**src/rtl/btb_update.sv**
```systemverilog
// BTB write-side companion: detects mispredicts at the end of EX, issues a registered
// fetch redirect, and queues BTB write requests in a small FIFO drained one per cycle.
module btb_update #(
   parameter int unsigned DEPTH = 4,
   parameter int unsigned IDX_W = 10
) (
   input  logic                         clk,
   input  logic                         reset,
   input  logic                         ex_valid,
   output logic                         ex_ready,
   input  logic [31:0]                  ex_pc,
   input  logic                         ex_taken,
   input  logic [31:0]                  ex_target,
   input  logic                         ex_pred_hit,
   input  logic                         ex_pred_taken,
   input  logic [31:0]                  ex_pred_target,
   input  logic [IDX_W-1:0]             ex_index,
   output logic                         redirect,
   output logic [31:0]                  redirect_pc,
   output logic                         btb_wen,
   input  logic                         btb_ready,
   output logic [IDX_W-1:0]             btb_index_w,
   output logic [31:0]                  btb_pc_w,
   output logic [31:0]                  btb_target_w,
   output logic [$clog2(DEPTH+1)-1:0]   count
);

   localparam int unsigned PTR_W = $clog2(DEPTH);
   localparam int unsigned CNT_W = $clog2(DEPTH + 1);

   typedef struct packed {
      logic [IDX_W-1:0] idx;
      logic [31:0]      pc;
      logic [31:0]      target;
   } entry_t;

   entry_t           mem [DEPTH];
   logic [PTR_W-1:0] head;
   logic [PTR_W-1:0] tail;
   logic [PTR_W-1:0] newest;

   logic pop;
   logic accept;
   logic mispredict;
   logic need_upd;
   logic coalesce;
   logic push;
   logic [31:0] restart_pc;

   // Handshake and classification of the resolving branch
   always_comb begin
      newest     = tail - PTR_W'(1);
      btb_wen    = (count != '0);
      pop        = btb_wen && btb_ready;
      ex_ready   = (count < CNT_W'(DEPTH)) || pop;
      accept     = ex_valid && ex_ready;
      mispredict = accept && ((ex_taken != ex_pred_taken) ||
                   (ex_taken && (!ex_pred_hit || (ex_pred_target != ex_target))));
      need_upd   = accept && (!ex_pred_hit || (ex_pred_target != ex_target));
      // The newest entry can only be the one popped when it is also the head
      coalesce   = need_upd && (count != '0) && (mem[newest].pc == ex_pc) &&
                   !(pop && (count == CNT_W'(1)));
      push       = need_upd && !coalesce;
      restart_pc = ex_taken ? ex_target : (ex_pc + 32'd8);
   end

   assign btb_index_w  = mem[head].idx;
   assign btb_pc_w     = mem[head].pc;
   assign btb_target_w = mem[head].target;

   // Redirect register and FIFO state
   always_ff @(posedge clk or posedge reset) begin
      if (reset) begin
         redirect    <= 1'b0;
         redirect_pc <= '0;
         head        <= '0;
         tail        <= '0;
         count       <= '0;
         for (int unsigned i = 0; i < DEPTH; i++) begin
            mem[PTR_W'(i)] <= '0;
         end
      end else begin
         redirect <= mispredict;
         if (mispredict) begin
            redirect_pc <= restart_pc;
         end
         if (push) begin
            mem[tail] <= '{idx: ex_index, pc: ex_pc, target: ex_target};
            tail      <= tail + PTR_W'(1);
         end
         if (coalesce) begin
            mem[newest].target <= ex_target;
         end
         if (pop) begin
            head <= head + PTR_W'(1);
         end
         count <= count + CNT_W'(push) - CNT_W'(pop);
      end
   end

endmodule
```
**config.mk**
```make
export PLATFORM = sky130hd
export DESIGN_NAME = btb_update
export DESIGN_NICKNAME = d
export VERILOG_FILES = /design/src/rtl/btb_update.sv
export SDC_FILE = /design/constraint.sdc
export NUM_CORES = 1
export LEC_CHECK = 0
export ABC_AREA = 1
export BUFFER_PORTS_ARGS = -buffer_cell sky130_fd_sc_hd__buf_2
export CAP_MARGIN = 0
export CORE_ASPECT_RATIO = 1.1
export CORE_MARGIN = 1
export CORE_UTILIZATION = 25
export DETAILED_ROUTE_END_ITERATION = 10
export GPL_TIMING_DRIVEN = 0
export PLACE_DENSITY = 0.5
export SKIP_CTS_REPAIR_TIMING = 1
export SYNTH_ARGS = -nofsm -noshare
export SYNTH_HDL_FRONTEND = slang
export SYNTH_SLANG_ARGS = --single-unit
```
**constraint.sdc**
```tcl
create_clock -name clk -period 31.5 [get_ports clk]
set_input_delay 3.15 -clock clk [delete_from_list [all_inputs] [get_ports clk]]
set_output_delay 3.15 -clock clk [all_outputs]
set_load 0.05 [all_outputs]
```
* Word-level counts from Yosys, hierarchy flattened
Index checks and enable logic that the tools add are counted.
** Word-level totals
- Bits in registers :: 336
- Latch bits :: 0
- RAM bits :: 0
- ROM bits :: 0
- Bits of input ports :: 113
- Output and inout port bits :: 112
- Logic and storage cells :: 70
- Memories kept :: 0
** Cells by class
- $add $sub $neg :: 6
- $mul :: 0
- Div/mod/pow operators :: 0
- Magnitude comparators :: 6
- Equal/unequal tests :: 4
- Shift-type cells :: 0
- Multiplexer cells :: 15
- Bitwise logic cells :: 3
- Reductions and logical operators :: 19
** Operators with widths (count)
- $bwmux W296 :: 2
- $mux W296 :: 2
- $bmux W74 S2 :: 2
- $demux W74 S2 :: 2
- $mux W74 :: 3
- $mux W64 :: 2
- $mux W32 :: 2
- $add A32 B4 Y32 const B :: 1
- $eq A32 B32 Y1 :: 1
- $ne A32 B32 Y1 :: 1
- $logic_and A1 B1 Y1 :: 12
- $ge A3 B3 Y1 const B :: 3
- $not A2 Y3 :: 3
- $lt A3 B1 Y1 const B :: 2
- $add A2 B1 Y2 const B :: 2
- $add A3 B1 Y3 :: 1
- $eq A3 B1 Y1 const B :: 1
- $logic_not A1 Y1 :: 3
- $logic_or A1 B1 Y1 :: 3
- $lt A3 B3 Y1 const B :: 1
- $reduce_bool A3 Y1 :: 1
- $sub A3 B1 Y3 :: 1
- $sub A2 B1 Y2 const B :: 1
- $ne A1 B1 Y1 :: 1

* Depth between registers and ports, before layout
- Word-level depth :: 13
- Mapped depth :: 24
- Gate-level depth less buffers :: 19

* Least setup slack after synthesis
OpenSTA, ideal clock, no wires.
- Path kind :: input port to output port
- From :: input port btb_ready
- To :: output port ex_ready
- Arrival time :: 3639 ps
- Data required time :: 28350 ps
- Slack :: 24711 ps
- Stages on the path :: 2
- Buffers on the path :: 0
- Cell sequence :: nand2_1 -> nand2_1
** On the way
- Cells in the longest elaborated chain, start to end :: 2
** RTL lines
- start, declared :: line 21 : input logic btb_ready,
- $logic_and A1 B1 Y1 :: line 54 : pop = btb_wen && btb_ready;
- $logic_or A1 B1 Y1 :: line 55 : ex_ready = (count < CNT_W'(DEPTH)) || pop;
- end, declared :: line 10 : output logic ex_ready,
No other way between the ends.

* Final worst setup path
- From :: register head[1]
- To :: output port btb_target_w[11]
** On the way
- Cells in the longest elaborated chain, start to end :: 4
** RTL lines
- start, declared :: line 38 : logic [PTR_W-1:0] head;
- start signal, assigned :: line 95 : head <= head + PTR_W'(1);
- $not A2 Y3 (not written as such) :: line 69 : assign btb_target_w = mem[head].target;
- $bmux W74 S2 :: line 69
- $mux W74 (not written as such) (2 in series) :: line 69
- end, declared :: line 24 : output logic [31:0] btb_target_w,
No other way between the ends. The select of a mux whose other input is x is not followed.

==> results.txt <==
The biggest area consumer among synthesized cells is dfrtp_1. The floorplan has 112 rows. Counting the fill cells in the layout gives 9,612.

The shortest clock period the worst path allows after layout came out at 7.092 ns. The number of nets handed over by synthesis was 3,474. The clock latency on the worst-skew pair was 0.61 ns; the global-route congestion overflow total was 0. After Yosys synthesis, and, or, nand and nor cells account for 38.70% of the synthesized area. The total negative setup slack was 0 ns. In the routed design, unresolved DRC markers number 0. Detailed placement ended at an HPWL of 81.83 mm. The routed design has 108.6 mm of wire. The worst setup path is launched from a flip-flop. Before antenna repair, the detailed router went through 6 iterations.

For the via count of the first global-routing pass, the log shows 22,710. Power spread over the standard cell area amounts to 126.6 nW/µm². Counting every instance in the synthesized netlist gives 3,353.

The global placement routability congestion is 0.9780, and the routed length on met3 is 8.689 mm. Summing internal, switching and leakage power gives 3.222 mW. The number of max-cap violations was 0; the unique cell type count in the Yosys netlist was 36. Of the cells placed in the final design, the portion with a size suffix greater than 1 is 9.807%. Setup repair after global routing left no endpoint under its margin.

Master cell of the clock root buffer: clkbuf_16. The number of endpoints with negative hold slack in the final report is 0, and the area of the die is 86,950 µm². Routed signal wires occupy layers up through met5. The largest family of logic cells by synthesized area is simple AND/OR/NAND/NOR gates. The source of the critical timing path was head[1]$_DFFE_PP0P_. For the initial antenna violation count, the log shows 9.

The worst register-to-register path has a setup slack of 26.22 ns. Counting every sink on the clock net gives 336. The area inside the core boundary is 84,920 µm², and the slew at the pin closest to its max-slew limit is 1.117 ns. The synthesized netlist occupies a cell area of 21,440 µm². In this run the worst hold path is classified as flip-flop to flip-flop. The final non-filler cell area is 25,460 µm². TritonCTS built the clock tree.

The longest clock path from root to sink contains 3 buffers. For this block, the via count after detailed routing is 24,170. Among all stages on the critical path, the largest delay is contributed by clkbuf_1.

The critical path is of the flip-flop to output pin type. The H-tree level count is 2, and the fraction of post-synthesis cell area in the top cell type by area is 39.21%. The clock transition at the register clock pins on the worst setup and hold paths after CTS is 0.06 ns. The analysis attributes to cell leakage a power of 13.18 nW.

In this run the critical register-to-register path is captured at count[2]$_DFF_PP0_. The worst setup skew after layout is 0.03358 ns. Setup violations remaining at the end of the flow were counted as 0. Summing the areas of all compound-gate instances in the mapped netlist gives 10.93% of the synthesized area. The worst setup path endpoint is btb_target_w[11]. Sorting the synthesized cells by area gives the leading types as dfrtp_1 (39%), nand2_1 (24%), nand3_1 (9.4%). The portion of total power attributed to the clock network is 16.6%, and the number of register bits inferred by synthesis is 336.

In the final layout, flip-flops and latches occupy 8408 µm². The per-cell routed wire length works out to 22.76 µm. Once placement finished, the instance area stood at 23,960 µm². The run finished with clean final reports.

Per report_power, the sequential group accounts for 24.5% of the total. Once the floorplan was initialized, standard cells occupied 25.25% of the core. Derived from the worst setup path, the maximum achievable clock frequency is 0.1410 GHz. The total count of max-transition violations in the final report was 0; the first-pass GRT wire length was 156.9 mm. On the worst path, the slowest cell contributes a delay of 0.84 ns.

Net switching is 55.88% of the power. For the met1 layer wirelength in the final routing, the log shows 46.80 mm. The number of warning messages in the yosys log was 0.

The cell that appears most often on the critical path is clkbuf_1. In the synthesized netlist, mux cells make up 0% of the area. The die is 309.2 µm tall.

For the share of synthesized area occupied by flip-flops and latches, the log shows 39.21%. The worst register-to-register path begins at tail[0]$_DFFE_PP0P_. The peak ir drop on the vdd network was 80.29 µV; the mean cell area of the mapped netlist was 6.395 µm². Traced cell by cell, the critical path runs through inv_1 -> clkbuf_1 -> clkbuf_1 -> o21ai_0 -> o22ai_1 -> buf_2. The DRC violation total after the first TritonRoute iteration was 2,829; the cell-internal power was 1.422 mW. The adder-cell share of the synthesized area is 0.5018%. After Yosys synthesis, XOR and XNOR cells account for 1.062% of the synthesized area. The count of port buffers added during placement came out at 194.

For this design the total switching power over the nets is 1.800 mW. Of the total power, combinational logic draws 58.9%. The boundary pin count was 225; the pin count of the biggest net entering global routing was 82. The run gives 45 as the total CTS buffers.

The tools report the endpoint kind of the worst setup timing path as an output pin. In this run the worst path has a maximum fanout of 10. In this run the remaining antenna-violating nets after routing total 0.

Routed via count divided by cell count: 5.063. Headroom to the max-slew limit came out at 24.74%. The required time at the endpoint of the critical path was 28.35 ns; the horizontal extent of the die was 281.2 µm.

The tools report the met2 wirelength from detailed routing as 47.67 mm. The multi-input combinational cells in the finished layout cover a total of 10,980 µm². The final clock period utilization by the worst path was 22.51%.

For the net total in the final layout, the log shows 3,719. The depth of the worst register-to-register path was 24; the total routing resource utilization after global routing was 24.60%. The layout overhead on the synthesized area was 18.72%; the endpoint arrival time on the critical path was 3.94 ns.
-- cells in the mapped netlist, drive strengths merged --
cell / n
a21boi: 1
xor2: 18
xnor2: 8
nor3: 13
dfrtp: 336
clkbuf: 151
a22oi: 1
o31ai: 1
nand3: 405
o221ai: 1
buf: 89
and2: 3
nand2: 1377
nor4: 2
fa: 1
o211ai: 1
o21ai: 240
ha: 7
nor4b: 1
clkinv: 1
nand4: 33
o22ai: 48
or2: 1
inv: 262
o41ai: 1
nor2: 183
a21oi: 159
nand3b: 9
-- cell type report --
| class | instances | area share, % |
|---|---|---|
| plain buffers | 240 | 4.202 |
| clock buffers | 70 | 5.352 |
| well taps | 1140 | 5.603 |
| diodes | 4 | 0.03932 |
| multi-input cells | 2514 | 43.12 |
| repair buffers | 198 | 4.247 |
| clock inverters | 9 | 0.4964 |
| flip-flops and latches | 336 | 33.03 |
| inverters | 263 | 3.907 |
-- metrics by stage --
| step | hold slack [ns] | instances | utilization, % | setup slack [ns] |
|---|---|---|---|---|
| 2_1_floorplan | 0.4366 | 3353 | - | 19.04 |
| 3_3_place_gp | 0.4483 | 4687 | 28.07 | 13.70 |
| 3_5_place_dp | 0.4530 | 4691 | 28.21 | 24.39 |
| 4_1_cts | 0.4668 | 4770 | 29.97 | 24.57 |
| 5_1_grt | 0.4811 | 4771 | 29.97 | 24.45 |
| 6_report | 0.4630 | 4774 | 29.98 | 24.41 |
-- worst min-delay path by stage --
| stage | startpoint | endpoint | slack (ns) | depth (start not counted) |
|---|---|---|---|---|
| after floorplan | flip-flop | flip-flop | 0.44 | 2 |
| after global placement | flip-flop | flip-flop | 0.45 | 2 |
| after detailed placement | flip-flop | flip-flop | 0.45 | 2 |
| after CTS | flip-flop | flip-flop | 0.47 | 2 |
| after global routing | flip-flop | flip-flop | 0.48 | 2 |
| final | flip-flop | flip-flop | 0.46 | 2 |
-- power by group through the flow --
stage | combinational (mW) | clock (mW) | sequential (mW)
2_1_floorplan | 1.22 | 0 | 0.797
4_1_cts | 1.88 | 0.542 | 0.783
3_5_place_dp | 1.87 | 0 | 0.788
5_1_grt | 2.05 | 0.558 | 0.807
6_report | 1.90 | 0.535 | 0.788
3_3_place_gp | 1.86 | 0 | 0.787
-- cell families (layout without fill, tap and decap cells) --
| family | count (synthesis) | count (layout) |
|---|---|---|
| other | 0 | 4 |
| adder cells (fa/ha/maj) | 8 | 8 |
| XOR/XNOR | 26 | 26 |
| flip-flops | 336 | 336 |
| AO/OA/AOI/OAI | 453 | 453 |
| AND/OR/NAND/NOR | 2027 | 2027 |
| buffers and inverters | 503 | 780 |
-- routing by layer --
layer	GRT usage [%]	vias to the layer above
li1	-	11180
met1	33.38	11550
met2	38.27	1194
met3	3.912	244
met4	11.12	4
met5	0	-
-- worst max-delay path: cells and delay by family, from the launching register on --
kind	cells	cell delay, ns
AOI/OAI and AO/OA	2	0.76
buffers and inverters	4	2.10
DFF	1	0.48
-- layout by cell type (no fill, tap or decap), types with 4 or more instances in the layout --
master     count
buf_2        254
nand3_1      403
nand2_1     1377
buf_1         12
clkinv_2       4
o21ai_0      239
inv_1        256
diode_2        4
buf_16         4
xnor2_1        8
clkbuf_8      10
nor3_1        13
inv_2          5
buf_6          8
nor2_1       177
clkbuf_16     47
nor2_2         5
xor2_1        18
nand3b_1       9
ha_1           7
buf_4          9
o22ai_1       48
a21oi_1      159
nand4_1       33
clkbuf_1     164
dfrtp_1      336
No activity file was read; power rests on OpenSTA's default activity.
